<file path="src/rtl/atomic_controller_pkg.sv">
// Shared constants for the RV32A atomic sequencer: funct5 opcodes and FSM state encodings.
package atomic_controller_pkg;

    localparam logic [4:0] ATOMIC_ADD_OP  = 5'b00000;
    localparam logic [4:0] ATOMIC_SWAP_OP = 5'b00001;
    localparam logic [4:0] ATOMIC_LR_OP   = 5'b00010;
    localparam logic [4:0] ATOMIC_SC_OP   = 5'b00011;
    localparam logic [4:0] ATOMIC_XOR_OP  = 5'b00100;
    localparam logic [4:0] ATOMIC_OR_OP   = 5'b01000;
    localparam logic [4:0] ATOMIC_AND_OP  = 5'b01100;
    localparam logic [4:0] ATOMIC_MIN_OP  = 5'b10000;
    localparam logic [4:0] ATOMIC_MAX_OP  = 5'b10100;
    localparam logic [4:0] ATOMIC_MINU_OP = 5'b11000;
    localparam logic [4:0] ATOMIC_MAXU_OP = 5'b11100;
    // Not a legal AMO funct5; the decoder drives it when the instruction is not atomic.
    localparam logic [4:0] ATOMIC_NO_OP   = 5'b11111;

    typedef enum logic [1:0] {
        ATOMIC_STATE_IDLE  = 2'b00,
        ATOMIC_STATE_READ  = 2'b01,
        ATOMIC_STATE_WRITE = 2'b10,
        ATOMIC_STATE_DONE  = 2'b11
    } atomic_state_t;

    function automatic logic is_amo_op(input logic [4:0] op);
        case (op)
            ATOMIC_ADD_OP, ATOMIC_SWAP_OP, ATOMIC_XOR_OP, ATOMIC_OR_OP, ATOMIC_AND_OP,
            ATOMIC_MIN_OP, ATOMIC_MAX_OP, ATOMIC_MINU_OP, ATOMIC_MAXU_OP: is_amo_op = 1'b1;
            default:                                                     is_amo_op = 1'b0;
        endcase
    endfunction

endpackage

</file>
<file path="src/rtl/atomic_controller_amo_alu.sv">
// Combinational AMO datapath: new memory value from the old value and rs2. Ties keep old.
module amo_alu
    import atomic_controller_pkg::*;
(
    input  logic [4:0]  op_i,
    input  logic [31:0] old_i,
    input  logic [31:0] rs2_i,
    output logic [31:0] new_o
);

    logic rs2_lt_s;
    logic rs2_gt_s;
    logic rs2_lt_u;
    logic rs2_gt_u;

    assign rs2_lt_s = $signed(rs2_i) < $signed(old_i);
    assign rs2_gt_s = $signed(rs2_i) > $signed(old_i);
    assign rs2_lt_u = rs2_i < old_i;
    assign rs2_gt_u = rs2_i > old_i;

    always_comb begin
        new_o = old_i;
        case (op_i)
            ATOMIC_SWAP_OP: new_o = rs2_i;
            ATOMIC_ADD_OP:  new_o = old_i + rs2_i;
            ATOMIC_XOR_OP:  new_o = old_i ^ rs2_i;
            ATOMIC_AND_OP:  new_o = old_i & rs2_i;
            ATOMIC_OR_OP:   new_o = old_i | rs2_i;
            ATOMIC_MIN_OP:  new_o = rs2_lt_s ? rs2_i : old_i;
            ATOMIC_MAX_OP:  new_o = rs2_gt_s ? rs2_i : old_i;
            ATOMIC_MINU_OP: new_o = rs2_lt_u ? rs2_i : old_i;
            ATOMIC_MAXU_OP: new_o = rs2_gt_u ? rs2_i : old_i;
            default:        new_o = old_i;
        endcase
    end

endmodule

</file>
<file path="src/rtl/atomic_controller.sv">
// RV32A sequencer: runs LR/SC/AMO as read-modify-write on the data port and owns the reservation.
// States: IDLE wait for start | READ fetch old value | WRITE store result | DONE one-cycle result pulse
module atomic_controller
    import atomic_controller_pkg::*;
#(
    parameter int ADDR_WIDTH          = 32,
    parameter int RESERVATION_GRANULE = 2
) (
    input  logic                  clock,
    input  logic                  reset,
    input  logic                  start,
    input  logic [4:0]            atomic_op,
    input  logic [ADDR_WIDTH-1:0] address,
    input  logic [31:0]           rs2_value,
    input  logic                  store_snoop_valid,
    input  logic [ADDR_WIDTH-1:0] store_snoop_addr,
    output logic                  mem_req,
    output logic                  mem_we,
    output logic [ADDR_WIDTH-1:0] mem_addr,
    output logic [31:0]           mem_wdata,
    input  logic [31:0]           mem_rdata,
    input  logic                  mem_ready,
    output logic                  busy,
    output logic                  done,
    output logic [31:0]           rd_value,
    output logic                  misaligned
);

    atomic_state_t state_q, state_d;

    logic [4:0]                                op_q, op_d;
    logic [ADDR_WIDTH-1:2]                     addr_q, addr_d;
    logic [31:0]                               rs2_q, rs2_d;
    logic [31:0]                               wdata_q, wdata_d;
    logic [31:0]                               rd_q, rd_d;
    logic                                      mis_q, mis_d;
    logic                                      res_valid_q, res_valid_d;
    logic [ADDR_WIDTH-1:RESERVATION_GRANULE]   res_addr_q, res_addr_d;

    logic [31:0] amo_new;
    logic        snoop_hit;
    logic        start_res_hit;
    logic        unused_snoop_low;

    assign unused_snoop_low = ^store_snoop_addr[RESERVATION_GRANULE-1:0];

    assign snoop_hit     = store_snoop_valid && res_valid_q &&
                           (store_snoop_addr[ADDR_WIDTH-1:RESERVATION_GRANULE] == res_addr_q);
    assign start_res_hit = res_valid_q && (address[ADDR_WIDTH-1:RESERVATION_GRANULE] == res_addr_q);

    amo_alu u_amo_alu (
        .op_i  (op_q),
        .old_i (mem_rdata),
        .rs2_i (rs2_q),
        .new_o (amo_new)
    );

    always_ff @(posedge clock) begin
        if (reset) begin
            state_q <= ATOMIC_STATE_IDLE;
        end else begin
            state_q <= state_d;
        end
    end

    always_ff @(posedge clock) begin
        if (reset) begin
            op_q        <= '0;
            addr_q      <= '0;
            rs2_q       <= '0;
            wdata_q     <= '0;
            rd_q        <= '0;
            mis_q       <= 1'b0;
            res_valid_q <= 1'b0;
            res_addr_q  <= '0;
        end else begin
            op_q        <= op_d;
            addr_q      <= addr_d;
            rs2_q       <= rs2_d;
            wdata_q     <= wdata_d;
            rd_q        <= rd_d;
            mis_q       <= mis_d;
            res_valid_q <= res_valid_d;
            res_addr_q  <= res_addr_d;
        end
    end

    always_comb begin
        state_d = state_q;
        op_d    = op_q;
        addr_d  = addr_q;
        rs2_d   = rs2_q;
        wdata_d = wdata_q;
        rd_d    = rd_q;
        mis_d   = mis_q;
        case (state_q)
            ATOMIC_STATE_IDLE: begin
                if (start && (atomic_op != ATOMIC_NO_OP)) begin
                    op_d   = atomic_op;
                    addr_d = address[ADDR_WIDTH-1:2];
                    rs2_d  = rs2_value;
                    mis_d  = 1'b0;
                    rd_d   = '0;
                    if (address[1:0] != 2'b00) begin
                        mis_d   = 1'b1;
                        state_d = ATOMIC_STATE_DONE;
                    end else if (atomic_op == ATOMIC_SC_OP) begin
                        if (start_res_hit) begin
                            wdata_d = rs2_value;
                            state_d = ATOMIC_STATE_WRITE;
                        end else begin
                            rd_d    = 32'd1;
                            state_d = ATOMIC_STATE_DONE;
                        end
                    end else if ((atomic_op == ATOMIC_LR_OP) || is_amo_op(atomic_op)) begin
                        state_d = ATOMIC_STATE_READ;
                    end else begin
                        state_d = ATOMIC_STATE_DONE;
                    end
                end
            end
            ATOMIC_STATE_READ: begin
                if (mem_ready) begin
                    rd_d = mem_rdata;
                    if (op_q == ATOMIC_LR_OP) begin
                        state_d = ATOMIC_STATE_DONE;
                    end else begin
                        wdata_d = amo_new;
                        state_d = ATOMIC_STATE_WRITE;
                    end
                end
            end
            ATOMIC_STATE_WRITE: begin
                if (mem_ready) begin
                    if (op_q == ATOMIC_SC_OP) begin
                        rd_d = '0;
                    end
                    state_d = ATOMIC_STATE_DONE;
                end
            end
            ATOMIC_STATE_DONE: state_d = ATOMIC_STATE_IDLE;
            default:           state_d = ATOMIC_STATE_IDLE;
        endcase
    end

    // LR setting the reservation is applied last so it wins over a same-cycle snoop clear.
    always_comb begin
        res_valid_d = res_valid_q;
        res_addr_d  = res_addr_q;
        if (snoop_hit) begin
            res_valid_d = 1'b0;
        end
        if ((state_q == ATOMIC_STATE_WRITE) && mem_ready && (op_q != ATOMIC_SC_OP) &&
            (addr_q[ADDR_WIDTH-1:RESERVATION_GRANULE] == res_addr_q)) begin
            res_valid_d = 1'b0;
        end
        if ((state_q == ATOMIC_STATE_DONE) && (op_q == ATOMIC_SC_OP) && !mis_q) begin
            res_valid_d = 1'b0;
        end
        if ((state_q == ATOMIC_STATE_READ) && mem_ready && (op_q == ATOMIC_LR_OP)) begin
            res_valid_d = 1'b1;
            res_addr_d  = addr_q[ADDR_WIDTH-1:RESERVATION_GRANULE];
        end
    end

    assign mem_req    = (state_q == ATOMIC_STATE_READ) || (state_q == ATOMIC_STATE_WRITE);
    assign mem_we     = (state_q == ATOMIC_STATE_WRITE);
    assign mem_addr   = {addr_q, 2'b00};
    assign mem_wdata  = wdata_q;
    assign busy       = mem_req;
    assign done       = (state_q == ATOMIC_STATE_DONE);
    assign rd_value   = rd_q;
    assign misaligned = (state_q == ATOMIC_STATE_DONE) && mis_q;

endmodule
</file>
<file path="config.mk">
export PLATFORM = sky130hd
export DESIGN_NAME = atomic_controller
export DESIGN_NICKNAME = d
export VERILOG_FILES = /design/src/rtl/atomic_controller_pkg.sv /design/src/rtl/atomic_controller_amo_alu.sv /design/src/rtl/atomic_controller.sv
export SDC_FILE = /design/constraint.sdc
export NUM_CORES = 1
export LEC_CHECK = 0
export BUFFER_PORTS_ARGS = -buffer_cell sky130_fd_sc_hd__buf_4
export CAP_MARGIN = 5
export CORE_MARGIN = 5
export CORE_UTILIZATION = 45
export CTS_BUF_LIST = sky130_fd_sc_hd__clkbuf_8
export DETAILED_ROUTE_END_ITERATION = 12
export PLACE_DENSITY_LB_ADDON = 0.3
export SETUP_SLACK_MARGIN = 0.2
export SKIP_CTS_REPAIR_TIMING = 1
export SLEW_MARGIN = 5
export SYNTH_ARGS = -nofsm -noshare
export SYNTH_HDL_FRONTEND = slang
export SYNTH_HIERARCHICAL = 1
export SYNTH_SLANG_ARGS = --single-unit
</file>
<file path="constraint.sdc">
create_clock -name clock -period 4.7 [get_ports clock]
set_input_delay 0.705 -clock clock [delete_from_list [all_inputs] [get_ports clock]]
set_output_delay 0.705 -clock clock [all_outputs]
set_load 0.03 [all_outputs]
</file>
==> results of run 1 <==
## cells by family (layout without fill, tap and decap cells)
| kind of cell | Yosys count | after routing | synth area share, % |
|---|---|---|---|
| adder cells (fa/ha/maj) | 102 | 102 | 9.477 |
| other | 1 | 3 | 0.02774 |
| AO/OA/AOI/OAI | 476 | 476 | 24.29 |
| flip-flops | 165 | 165 | 24.43 |
| AND/OR/NAND/NOR | 634 | 634 | 22.80 |
| multiplexers | 71 | 71 | 5.275 |
| buffers and inverters | 222 | 516 | 6.636 |
| XOR/XNOR | 109 | 109 | 7.062 |
## flip-flops by register name, indices dropped and copies added (netlist names)
name,cells
res_valid_q,1
rd_value,32
state_q,2
mis_q,1
op_q,5
rs2_q,32
mem_wdata,32
addr_q,30
res_addr_q,30
## layout make-up
cell class / count / area (um2) / share of cell area (%)
flip-flops and latches: 165 / 3316 / 19.43
clock inverters: 15 / 197.7 / 1.159
well taps: 390 / 488.0 / 2.860
inverters: 86 / 322.8 / 1.892
multi-input cells: 1394 / 9449 / 55.37
clock buffers: 17 / 234.0 / 1.371
repair buffers: 398 / 3054 / 17.90
diodes: 1 / 2.502 / 0.01466
## power breakdown
group / total, mW / leakage (nW) / internal [mW] / switching [mW]
clock: 1.17 / 0.217 / 0.464 / 0.705
combinational: 4.38 / 5.76 / 1.67 / 2.71
sequential: 1.89 / 1.35 / 1.66 / 0.236
## path summary, 6_finish.rpt
check | startpoint | end | slack (ns) | cells past startpoint
setup / recovery | rs2_q[30] | mem_wdata[14] | 0.31 | 16
hold / removal | address[20] | addr_q[20] | 0.44 | 3
setup reg to reg | rs2_q[30] | mem_wdata[14] | 0.31 | 16
hold reg to reg | rd_value[17] | rd_value[17] | 0.46 | 2
## worst max-delay path, cell delays in order, from the launching register on
cell,delay (ns)
sky130_fd_sc_hd__dfxtp_2,0.39
sky130_fd_sc_hd__inv_1,0.05
sky130_fd_sc_hd__ha_2,0.38
sky130_fd_sc_hd__inv_1,0.09
sky130_fd_sc_hd__a221oi_2,0.25
sky130_fd_sc_hd__o21bai_1,0.13
sky130_fd_sc_hd__or4_1,0.58
sky130_fd_sc_hd__buf_12,0.17
sky130_fd_sc_hd__nor3_2,0.24
sky130_fd_sc_hd__o21ai_2,0.19
sky130_fd_sc_hd__buf_4,0.20
sky130_fd_sc_hd__a2111oi_0,0.48
sky130_fd_sc_hd__a221oi_1,0.11
sky130_fd_sc_hd__mux2i_1,0.55
sky130_fd_sc_hd__nor2_1,0.14
sky130_fd_sc_hd__a22oi_2,0.22
sky130_fd_sc_hd__nand3_1,0.09
## layer usage
metal / part of all wire (%) / wire length [um] / up-vias
met5: 0 / 0 / -
met4: 2.7 / 1373 / 0
met3: 9.1 / 4660 / 93
met2: 47 / 23990 / 693
met1: 42 / 21390 / 6997
li1: - / - / 6947
## cell usage after synthesis (all sizes together) (18+ instances only)
cell / number / area (um2)
clkbuf: 100 / 375.4
xnor2: 89 / 779.5
dfxtp: 165 / 3303
nand2: 232 / 870.8
a21oi: 153 / 777.0
ha: 100 / 1251
mux2i: 69 / 690.7
o211ai: 18 / 135.1
a211oi: 21 / 157.7
nor4: 21 / 150.2
a221oi: 25 / 262.8
inv: 86 / 322.8
o21ai: 101 / 509.2
nand4: 60 / 375.4
nand3: 84 / 425.4
a22oi: 36 / 420.4
nor2: 126 / 480.5
xor2: 20 / 175.2
buf: 36 / 198.9
nor3b: 34 / 255.2
## cell usage in the layout (no fill, tap or decap), types with 8 or more instances in the layout
cell type	n
sky130_fd_sc_hd__o2111ai_1	8
sky130_fd_sc_hd__xor2_1	20
sky130_fd_sc_hd__xnor2_1	89
sky130_fd_sc_hd__o21ai_0	95
sky130_fd_sc_hd__mux2i_1	66
sky130_fd_sc_hd__nor3_1	11
sky130_fd_sc_hd__a221oi_2	8
sky130_fd_sc_hd__nor2b_1	13
sky130_fd_sc_hd__nand3_1	82
sky130_fd_sc_hd__a21o_1	15
sky130_fd_sc_hd__nand4_1	60
sky130_fd_sc_hd__nor2_1	122
sky130_fd_sc_hd__a32oi_1	8
sky130_fd_sc_hd__nor3b_1	34
sky130_fd_sc_hd__o211ai_1	18
sky130_fd_sc_hd__a22oi_2	30
sky130_fd_sc_hd__a221oi_1	17
sky130_fd_sc_hd__a31oi_1	9
sky130_fd_sc_hd__dfxtp_2	10
sky130_fd_sc_hd__clkbuf_8	17
sky130_fd_sc_hd__a21oi_1	149
sky130_fd_sc_hd__o22ai_1	8
sky130_fd_sc_hd__nand2_1	231
sky130_fd_sc_hd__and2_1	9
sky130_fd_sc_hd__a211oi_1	21
sky130_fd_sc_hd__ha_1	97
sky130_fd_sc_hd__inv_1	84
sky130_fd_sc_hd__dfxtp_1	155
sky130_fd_sc_hd__a221o_1	8
sky130_fd_sc_hd__buf_4	392
sky130_fd_sc_hd__nor4_1	15
## stage by stage
step	worst slack (ns)	cells	area (um2)	util, %	total power, mW
after global placement	-0.04937	2432	16550	55.84	6.095
after floorplan	0.7459	1781	13520	-	4.541
final	0.3147	2466	17060	57.57	7.444
after detailed placement	-0.1325	2432	16550	55.84	6.174
after global routing	0.2059	2465	17060	57.57	7.830
after CTS	0.2377	2464	16980	57.30	7.348
==> implementation parameters, run 1 <==
Parameter                              Value

Global routing
  Met3 track demand over resource    under 10%
  Number of global-route vias before repair    14246
  Antenna violations before repair    1
  Largest net degree at the start of global routing    roughly 130
  Wire length of the first global-routing pass    79.01 mm
  Overall routing resource usage    between 20% and 30%
  Met1 usage in global routing    between 30% and 40%
  Sum of overflow across all layers after global routing    0
  Met2 Usage GRT    48.08%
  Top Usage Layer GRT    met2

Route
  Via density per instance    5.973
  Average routed wire per standard cell    ~21 um
  Wire length reported by the detailed router    around 51 mm
  Remaining routing DRC violations    0
  Overall via count from detail_route    roughly 15000
  Initial DRT Pass Iterations    5
  Antenna Violating Nets Remaining    0
  Detailed Route Iter0 Violations    1618

Critical path
  Category of the worst setup path launch point    register
  Crit path capture type    register
  Data arrival, critical path    between 4 and 5 ns
  Critical Path RT    5.09 ns
  Path type of the worst setup path    register to register
  Peak fanout along the critical path    6

Logic synthesis
  Distinct cells, synth    between 80 and 90
  FFs w/ async S/R, synth    0%
  YS warnings    6
  Cell area after synthesis    ~0.014 mm2
  Number of flip-flops and latches in the synthesized netlist    between 150 and 200
  Portion of the post-synthesis area used by sequential elements    between 20 and 25%
  Cell count after synthesis    around 1800
  Number of flops mapped to enable cells by yosys    0
  Ys flop type    sky130_fd_sc_hd__dfxtp_1
  Mean Syn Cell Area    7.595 um2

Power and ir drop
  Ratio of total power to cell area    between 400 and 500 mW/mm2
  Static Leakage    between 7 and 8 nW
  Peak supply drop    0.3270 mV

Hold path
  Kind of path behind the tightest hold check    input pin to register

Timing
  Final count of hold timing violations    0
  Slew at the pin closest to its max-slew limit    approximately 1.3 ns
  Part of the cycle the worst path needs    between 90% and 100%
  Worst hold margin    0.4427 ns
  Final setup TNS    0 ns
  Maximum achievable frequency    roughly 0.23 GHz
  Clock period minus worst slack    around 4.4 ns
  Setup Viol. Count Final    0
  Worst clock skew    ~0.02 ns
  Max-Slew Margin vs Limit    ~16%
  Setup repair after global routing missed its margin    no
  Final Max Slew Viols    0

CTS
  Buffer depth of the longest clock path    2
  TritonCTS sink count    roughly 170
  CTS Root Buffer Type    sky130_fd_sc_hd__clkbuf_8
  Clk slew on worst S/H paths    roughly 0.12 ns
  Clock tree from TritonCTS    built
  Number of clock buffers inserted by TritonCTS    17
  Clock network latency to the later pin of the worst-skew pair    about 0.5 ns
  H-Tree Level Count    4

Finish
  Total Nets Final    2301
  Number of filler cells placed in the layout    2826
  Fraction of final layout cells sized beyond drive strength 1    roughly 25%
  Area growth from synthesis to layout    26.22%

Floorplan
  Horizontal die dimension    183.3 um
  Standard-cell row count    63
  Vertical extent of the die    about 180 um
  Area enclosed by the die boundary    approximately 0.034 mm2
  Effective utilization at floorplan    ~46%
  Ports placed on the boundary    239
  Floorplan core area    0.02964 mm2

Run
  Maximum capacitance violations    0

Place
  Number of buffers inserted by port buffering    between 200 and 250
  Final weighted congestion in routability-driven placement    between 0.9 and 1
  HPWL after detailed placement    roughly 38 mm

Status
  Status    finished, final reports clean
Note: power is estimated with default switching activity, not from simulation.
==> run 2: changes to the inputs <==
- CTS_BUF_LIST: sky130_fd_sc_hd__clkbuf_8 -> sky130_fd_sc_hd__clkbuf_16
- RECOVER_POWER: not set -> 100
==> implementation parameters, run 2 (synthesized netlist as in run 1, its figures left out) <==
Parameter                              Value

Status
  Status    finished with violations
  Violations in the final reports    max-capacitance violations, max-slew violations

Power and ir drop
  Peak supply drop    0.3072 mV (-6.1%)
  Static Leakage    6.980 nW (-4.7%)
  Power dissipated by switching net loads    3.682 mW (+0.87%)
  Switching fraction of total power    48.40% (-0.64 points)
  Ratio of total power to cell area    451.6 mW/mm2 (+3.5%)
  Design Power    7.609 mW (+2.2%)
  Power share of the sequential group    24.8% (-0.6 points)
  Clk network pwr share    20.1% (+4.4 points)
  P_int    3.926 mW (+3.5%)
  Comb pwr share    55.1% (-3.8 points)

Global routing
  Wire length of the first global-routing pass    79.07 mm (about the same)
  Overall routing resource usage    29.31% (+0.071 points)
  Antenna violations before repair    1 (unchanged)
  Number of global-route vias before repair    14262 (+0.11%)
  Top Usage Layer GRT    met2
  Met1 usage in global routing    37.86% (+0.073 points)
  Met3 track demand over resource    7.358% (-0.26 points)
  Sum of overflow across all layers after global routing    0 (unchanged)
  Met2 Usage GRT    47.92% (-0.16 points)
  Largest net degree at the start of global routing    134 (unchanged)

Timing
  Slew at the pin closest to its max-slew limit    2.961 ns (+1.696 ns)
  Clock period minus worst slack    4.449 ns (+0.06419 ns)
  Maximum achievable frequency    0.2247 GHz (-1.4%)
  Max-Slew Margin vs Limit    -97.42% (-110 points)
  Final Max Slew Viols    170 (+170)
  Part of the cycle the worst path needs    94.67% (+1.4 points)
  Worst clock skew    0.01084 ns (-0.009254 ns)
  Setup Viol. Count Final    0 (unchanged)
  Final count of hold timing violations    0 (unchanged)
  Setup repair after global routing missed its margin    no
  Worst hold margin    0.4518 ns (+0.009107 ns)

CTS
  H-Tree Level Count    4 (unchanged)
  Clock tree from TritonCTS    built
  Number of clock buffers inserted by TritonCTS    17 (unchanged)
  Clock network latency to the later pin of the worst-skew pair    0.45 ns (-0.05 ns)
  Buffer depth of the longest clock path    2 (unchanged)
  TritonCTS sink count    165 (unchanged)
  CTS Root Buffer Type    sky130_fd_sc_hd__clkbuf_16
  Clk slew on worst S/H paths    0.09 ns (-0.03 ns)

Finish
  Most common cell after layout, fill and taps aside    sky130_fd_sc_hd__buf_4
  Number of filler cells placed in the layout    2902 (+2.7%)
  Antenna diodes    0 (-1)
  Area growth from synthesis to layout    24.61%
  Fraction of final layout cells sized beyond drive strength 1    19.89% (-5.3 points)
  Most frequent cells in the layout    285 x sky130_fd_sc_hd__buf_4, 232 x sky130_fd_sc_hd__nand2_1, 154 x sky130_fd_sc_hd__dfxtp_1, 148 x sky130_fd_sc_hd__a21oi_1, 123 x sky130_fd_sc_hd__nor2_1
  Post-Route Utilization    56.84% (-0.73 points)
  Total Nets Final    2302 (+0.043%)

Critical path
  Path type of the worst setup path    register to register
  Reg2reg start    rs2_q[30]
  Critical Path RT    5.03 ns (-0.06 ns)
  Endpoint of the worst register-to-register path    mem_wdata[13]
  Number of cell instances on the worst register-to-register path    19 (+3)
  Data arrival, critical path    4.78 ns (about the same)
  Peak fanout along the critical path    6 (unchanged)
  FF-to-FF setup slack    0.25 ns (-0.06 ns)
  Category of the worst setup path launch point    register
  Crit path capture type    register

Route
  Average routed wire per standard cell    20.86 um (about the same)
  Initial DRT Pass Iterations    6 (+1)
  Wire length reported by the detailed router    51.43 mm (about the same)
  Via density per instance    6.005 (+0.54%)
  Remaining routing DRC violations    0 (unchanged)
  Antenna Violating Nets Remaining    0 (unchanged)
  Detailed Route Iter0 Violations    1650 (+2.0%)
  Overall via count from detail_route    14809 (+0.54%)

Hold path
  Worst Hold Depth    2 (-1)
  Hold path startpoint    rd_value[24]
  Kind of path behind the tightest hold check    register to register
  Worst Hold Path EP    rd_value[24]

Place
  Final weighted congestion in routability-driven placement    0.9684 (unchanged)
  HPWL after detailed placement    37.93 mm (unchanged)
  Number of buffers inserted by port buffering    234 (unchanged)

Run
  Maximum capacitance violations    3 (+3)

Floorplan
  Standard-cell row count    63 (unchanged)
  Horizontal die dimension    183.3 um (unchanged)
  Ports placed on the boundary    239 (unchanged)
  Vertical extent of the die    183.3 um (unchanged)
  Floorplan core area    0.02964 mm2 (unchanged)
  Area enclosed by the die boundary    0.03361 mm2 (unchanged)
  Effective utilization at floorplan    45.61% (unchanged)
==> run 2: cell types whose count changed in the layout (fill, tap and decap cells not counted), sizes merged <==
cell	change
clkbuf	+108
buf	-107
diode	-1
==> run 2: stage by stage <==
| step | setup slack (ns) | setup TNS (ns) | cell area, um2 | cells |
|---|---|---|---|---|
| 2_1_floorplan | 0.7459 | 0 | 13520 | 1781 |
| 3_3_place_gp | -0.04937 | -0.04937 | 16550 | 2432 |
| 3_5_place_dp | -0.1325 | -0.1711 | 16550 | 2432 |
| 4_1_cts | 0.2361 | 0 | 17170 | 2464 |
| 5_1_grt | 0.1157 | 0 | 16850 | 2466 |
| 6_report | 0.2505 | 0 | 16850 | 2466 |
==> run 2: worst max-delay path, cell delays in order (launching register included) <==
cell                       delay [ns]
sky130_fd_sc_hd__dfxtp_1         0.43
sky130_fd_sc_hd__inv_1           0.06
sky130_fd_sc_hd__ha_1            0.38
sky130_fd_sc_hd__inv_1           0.10
sky130_fd_sc_hd__a221oi_2        0.26
sky130_fd_sc_hd__o21bai_1        0.13
sky130_fd_sc_hd__or4_1           0.58
sky130_fd_sc_hd__buf_12          0.17
sky130_fd_sc_hd__buf_4           0.14
sky130_fd_sc_hd__a21oi_4         0.18
sky130_fd_sc_hd__a21oi_2         0.13
sky130_fd_sc_hd__or3_1           0.40
sky130_fd_sc_hd__buf_4           0.18
sky130_fd_sc_hd__a221oi_2        0.20
sky130_fd_sc_hd__o21ai_1         0.10
sky130_fd_sc_hd__mux2i_2         0.31
sky130_fd_sc_hd__buf_4           0.19
sky130_fd_sc_hd__nor2_1          0.06
sky130_fd_sc_hd__a22oi_2         0.22
sky130_fd_sc_hd__nand3_1         0.09
==> run 2: area by class of cell <==
| type | count | area, um2 | area share [%] |
|---|---|---|---|
| inverter | 86 | 322.8 | 1.916 |
| clock buffer | 17 | 425.4 | 2.525 |
| timing repair buffer | 399 | 2665 | 15.82 |
| clock inverter | 15 | 197.7 | 1.173 |
| tap | 390 | 488.0 | 2.897 |
| multi-input combinational | 1394 | 9430 | 55.98 |
| sequential | 165 | 3317 | 19.69 |
==> run 2: layer usage <==
| metal | part of all wire, % | wire, um |
|---|---|---|
| met1 | 42 | 21450 |
| met2 | 47 | 24020 |
| met3 | 8.6 | 4441 |
| met4 | 2.9 | 1495 |
| met5 | 0.039 | 20 |
==> run 2: worst max path at each step <==
stage                         end  slack, ns     startpoint  depth (start not counted)
floorplan           mem_wdata[28]       0.75   mem_rdata[0]                         15
global placement    mem_wdata[13]      -0.05  mem_rdata[30]                         20
detailed placement  mem_wdata[13]      -0.13  mem_rdata[31]                         20
CTS                 mem_wdata[13]       0.24      rs2_q[30]                         19
global route        mem_wdata[13]       0.12      rs2_q[30]                         19
finish              mem_wdata[13]       0.25      rs2_q[30]                         19
==> run 2: power by group through the flow <==
stage | registers [mW] | logic (mW) | clock network, mW
floorplan | 2.22 | 2.32 | 0
global placement | 1.90 | 4.20 | 0
detailed placement | 1.91 | 4.26 | 0
CTS | 1.89 | 4.29 | 1.54
global route | 1.92 | 4.49 | 1.60
finish | 1.89 | 4.19 | 1.53
==> run 3: changes to the inputs <==
- CAP_MARGIN: 5 -> 20
- RECOVER_POWER: 100 -> not set
==> implementation parameters, run 3 (synthesized netlist as in run 1, its figures left out) <==
Parameter                              Value

Timing
  Final Max Slew Viols    0 (-100%)
  Max-Slew Margin vs Limit    25.28% (+120 points)
  Clock period minus worst slack    4.397 ns (-0.05224 ns)
  Setup repair after global routing missed its margin    no
  Worst hold margin    0.4518 ns (+0.00004900 ns)
  Final setup TNS    0 ns (unchanged)
  Maximum achievable frequency    0.2274 GHz (+1.2%)
  Smallest setup slack after layout    0.3028 ns (+0.05224 ns)
  Final count of hold timing violations    0 (unchanged)
  Setup Viol. Count Final    0 (unchanged)
  Slew at the pin closest to its max-slew limit    1.121 ns (-1.841 ns)
  Worst clock skew    0.01310 ns (+0.002260 ns)
  Part of the cycle the worst path needs    93.56% (-1.1 points)

Floorplan
  Effective utilization at floorplan    45.61% (unchanged)
  Vertical extent of the die    183.3 um (unchanged)
  Horizontal die dimension    183.3 um (unchanged)
  Floorplan core area    0.02964 mm2 (unchanged)
  Area enclosed by the die boundary    0.03361 mm2 (unchanged)
  Standard-cell row count    63 (unchanged)
  Ports placed on the boundary    239 (unchanged)

Finish
  Number of filler cells placed in the layout    2793 (-3.8%)
  Design area    0.01723 mm2 (+2.3%)
  Area growth from synthesis to layout    27.46%
  Antenna diodes    0 (unchanged)
  Most common cell after layout, fill and taps aside    sky130_fd_sc_hd__buf_4
  Post-Route Utilization    58.14% (+1.3 points)
  Number of cells in the finished layout apart from fillers    2465 (-0.041%)
  Total Nets Final    2302 (unchanged)
  Most frequent cells in the layout    392 x sky130_fd_sc_hd__buf_4, 231 x sky130_fd_sc_hd__nand2_1, 159 x sky130_fd_sc_hd__dfxtp_1, 148 x sky130_fd_sc_hd__a21oi_1, 122 x sky130_fd_sc_hd__nor2_1
  Fraction of final layout cells sized beyond drive strength 1    24.96% (+5.1 points)

Global routing
  Number of global-route vias before repair    14235 (-0.19%)
  Largest net degree at the start of global routing    134 (unchanged)
  Antenna violations before repair    1 (unchanged)
  Wire length of the first global-routing pass    78.94 mm (-0.17%)
  Sum of overflow across all layers after global routing    0 (unchanged)
  Overall routing resource usage    29.32% (about the same)

Route
  Average routed wire per standard cell    20.90 um (+0.21%)
  Antenna Violating Nets Remaining    0 (unchanged)
  Via density per instance    5.970 (-0.59%)
  Remaining routing DRC violations    0 (unchanged)
  Wire length reported by the detailed router    51.52 mm (+0.17%)
  Detailed Route Iter0 Violations    1625 (-1.5%)
  Initial DRT Pass Iterations    6 (unchanged)
  Overall via count from detail_route    14715 (-0.63%)

Place
  HPWL after detailed placement    37.99 mm (+0.16%)
  Worst setup timing slack at the placement stage    -0.1022 ns (+0.03024 ns)
  Number of buffers inserted by port buffering    234 (unchanged)
  Final weighted congestion in routability-driven placement    0.9684 (unchanged)
  Cell count after placement    2433 (+0.041%)
  Area after detailed placement    0.01657 mm2 (about the same)

Critical path
  Path type of the worst setup path    register to register
  Critical Path RT    5.04 ns (about the same)
  Data arrival, critical path    4.74 ns (-0.04 ns)
  Peak fanout along the critical path    6 (unchanged)
  Category of the worst setup path launch point    register
  Crit path capture type    register

CTS
  Clk slew on worst S/H paths    0.08 ns (about the same)
  Buffer depth of the longest clock path    2 (unchanged)
  Number of clock buffers inserted by TritonCTS    17 (unchanged)
  Clock network latency to the later pin of the worst-skew pair    0.46 ns (about the same)
  H-Tree Level Count    4 (unchanged)
  Clock tree from TritonCTS    built
  TritonCTS sink count    165 (unchanged)
  CTS Root Buffer Type    sky130_fd_sc_hd__clkbuf_16

Power and ir drop
  Design Power    7.746 mW (+1.8%)
  Static Leakage    7.402 nW (+6.0%)
  Ratio of total power to cell area    449.5 mW/mm2 (-0.47%)
  Peak supply drop    0.3140 mV (+2.2%)

Hold path
  Kind of path behind the tightest hold check    register to register

Status
  Status    finished, final reports clean

Run
  Maximum capacitance violations    0 (-3)
run 3: final timing paths:
path	slack [ns]	startpoint	cells after the start	endpoint
worst min register to register	0.45	rd_value[24]	2	rd_value[24]
worst max register to register	0.30	rs2_q[15]	17	mem_wdata[14]
worst max-delay path	0.30	rs2_q[15]	17	mem_wdata[14]
worst min-delay path	0.45	rd_value[24]	2	rd_value[24]
run 3: layout make-up:
class / count / area (um2) / share of cell area (%)
Multi-Input combinational cell: 1394 / 9450 / 54.84
Sequential cell: 165 / 3311 / 19.21
Timing Repair Buffer: 399 / 3069 / 17.81
Tap cell: 390 / 488.0 / 2.832
Clock buffer: 17 / 425.4 / 2.469
Inverter: 86 / 322.8 / 1.873
Clock inverter: 14 / 165.2 / 0.9585
run 3: per-layer routing:
layer	wire, um	global-route usage (%)
met3	4637	7.973
met5	13	0
met1	21320	37.43
met2	23970	48.05
met4	1580	9.833
run 3: where the power goes:
part,total [mW],switching (mW),internal (mW)
registers,1.89,0.235,1.65
clock network,1.48,0.686,0.797
logic,4.37,2.70,1.68
run 3: worst max-delay path, stage by stage, from the launching register on:
cell,delay [ns]
sky130_fd_sc_hd__dfxtp_1,0.45
sky130_fd_sc_hd__inv_1,0.08
sky130_fd_sc_hd__ha_1,0.31
sky130_fd_sc_hd__nor4_2,0.38
sky130_fd_sc_hd__buf_4,0.19
sky130_fd_sc_hd__nand4_1,0.17
sky130_fd_sc_hd__buf_4,0.19
sky130_fd_sc_hd__nor4_2,0.26
sky130_fd_sc_hd__o22ai_1,0.13
sky130_fd_sc_hd__a21oi_2,0.15
sky130_fd_sc_hd__o21ai_2,0.18
sky130_fd_sc_hd__buf_4,0.21
sky130_fd_sc_hd__a2111oi_0,0.49
sky130_fd_sc_hd__a221oi_1,0.12
sky130_fd_sc_hd__mux2i_1,0.53
sky130_fd_sc_hd__nor2_1,0.13
sky130_fd_sc_hd__a22oi_2,0.22
sky130_fd_sc_hd__nand3_1,0.09
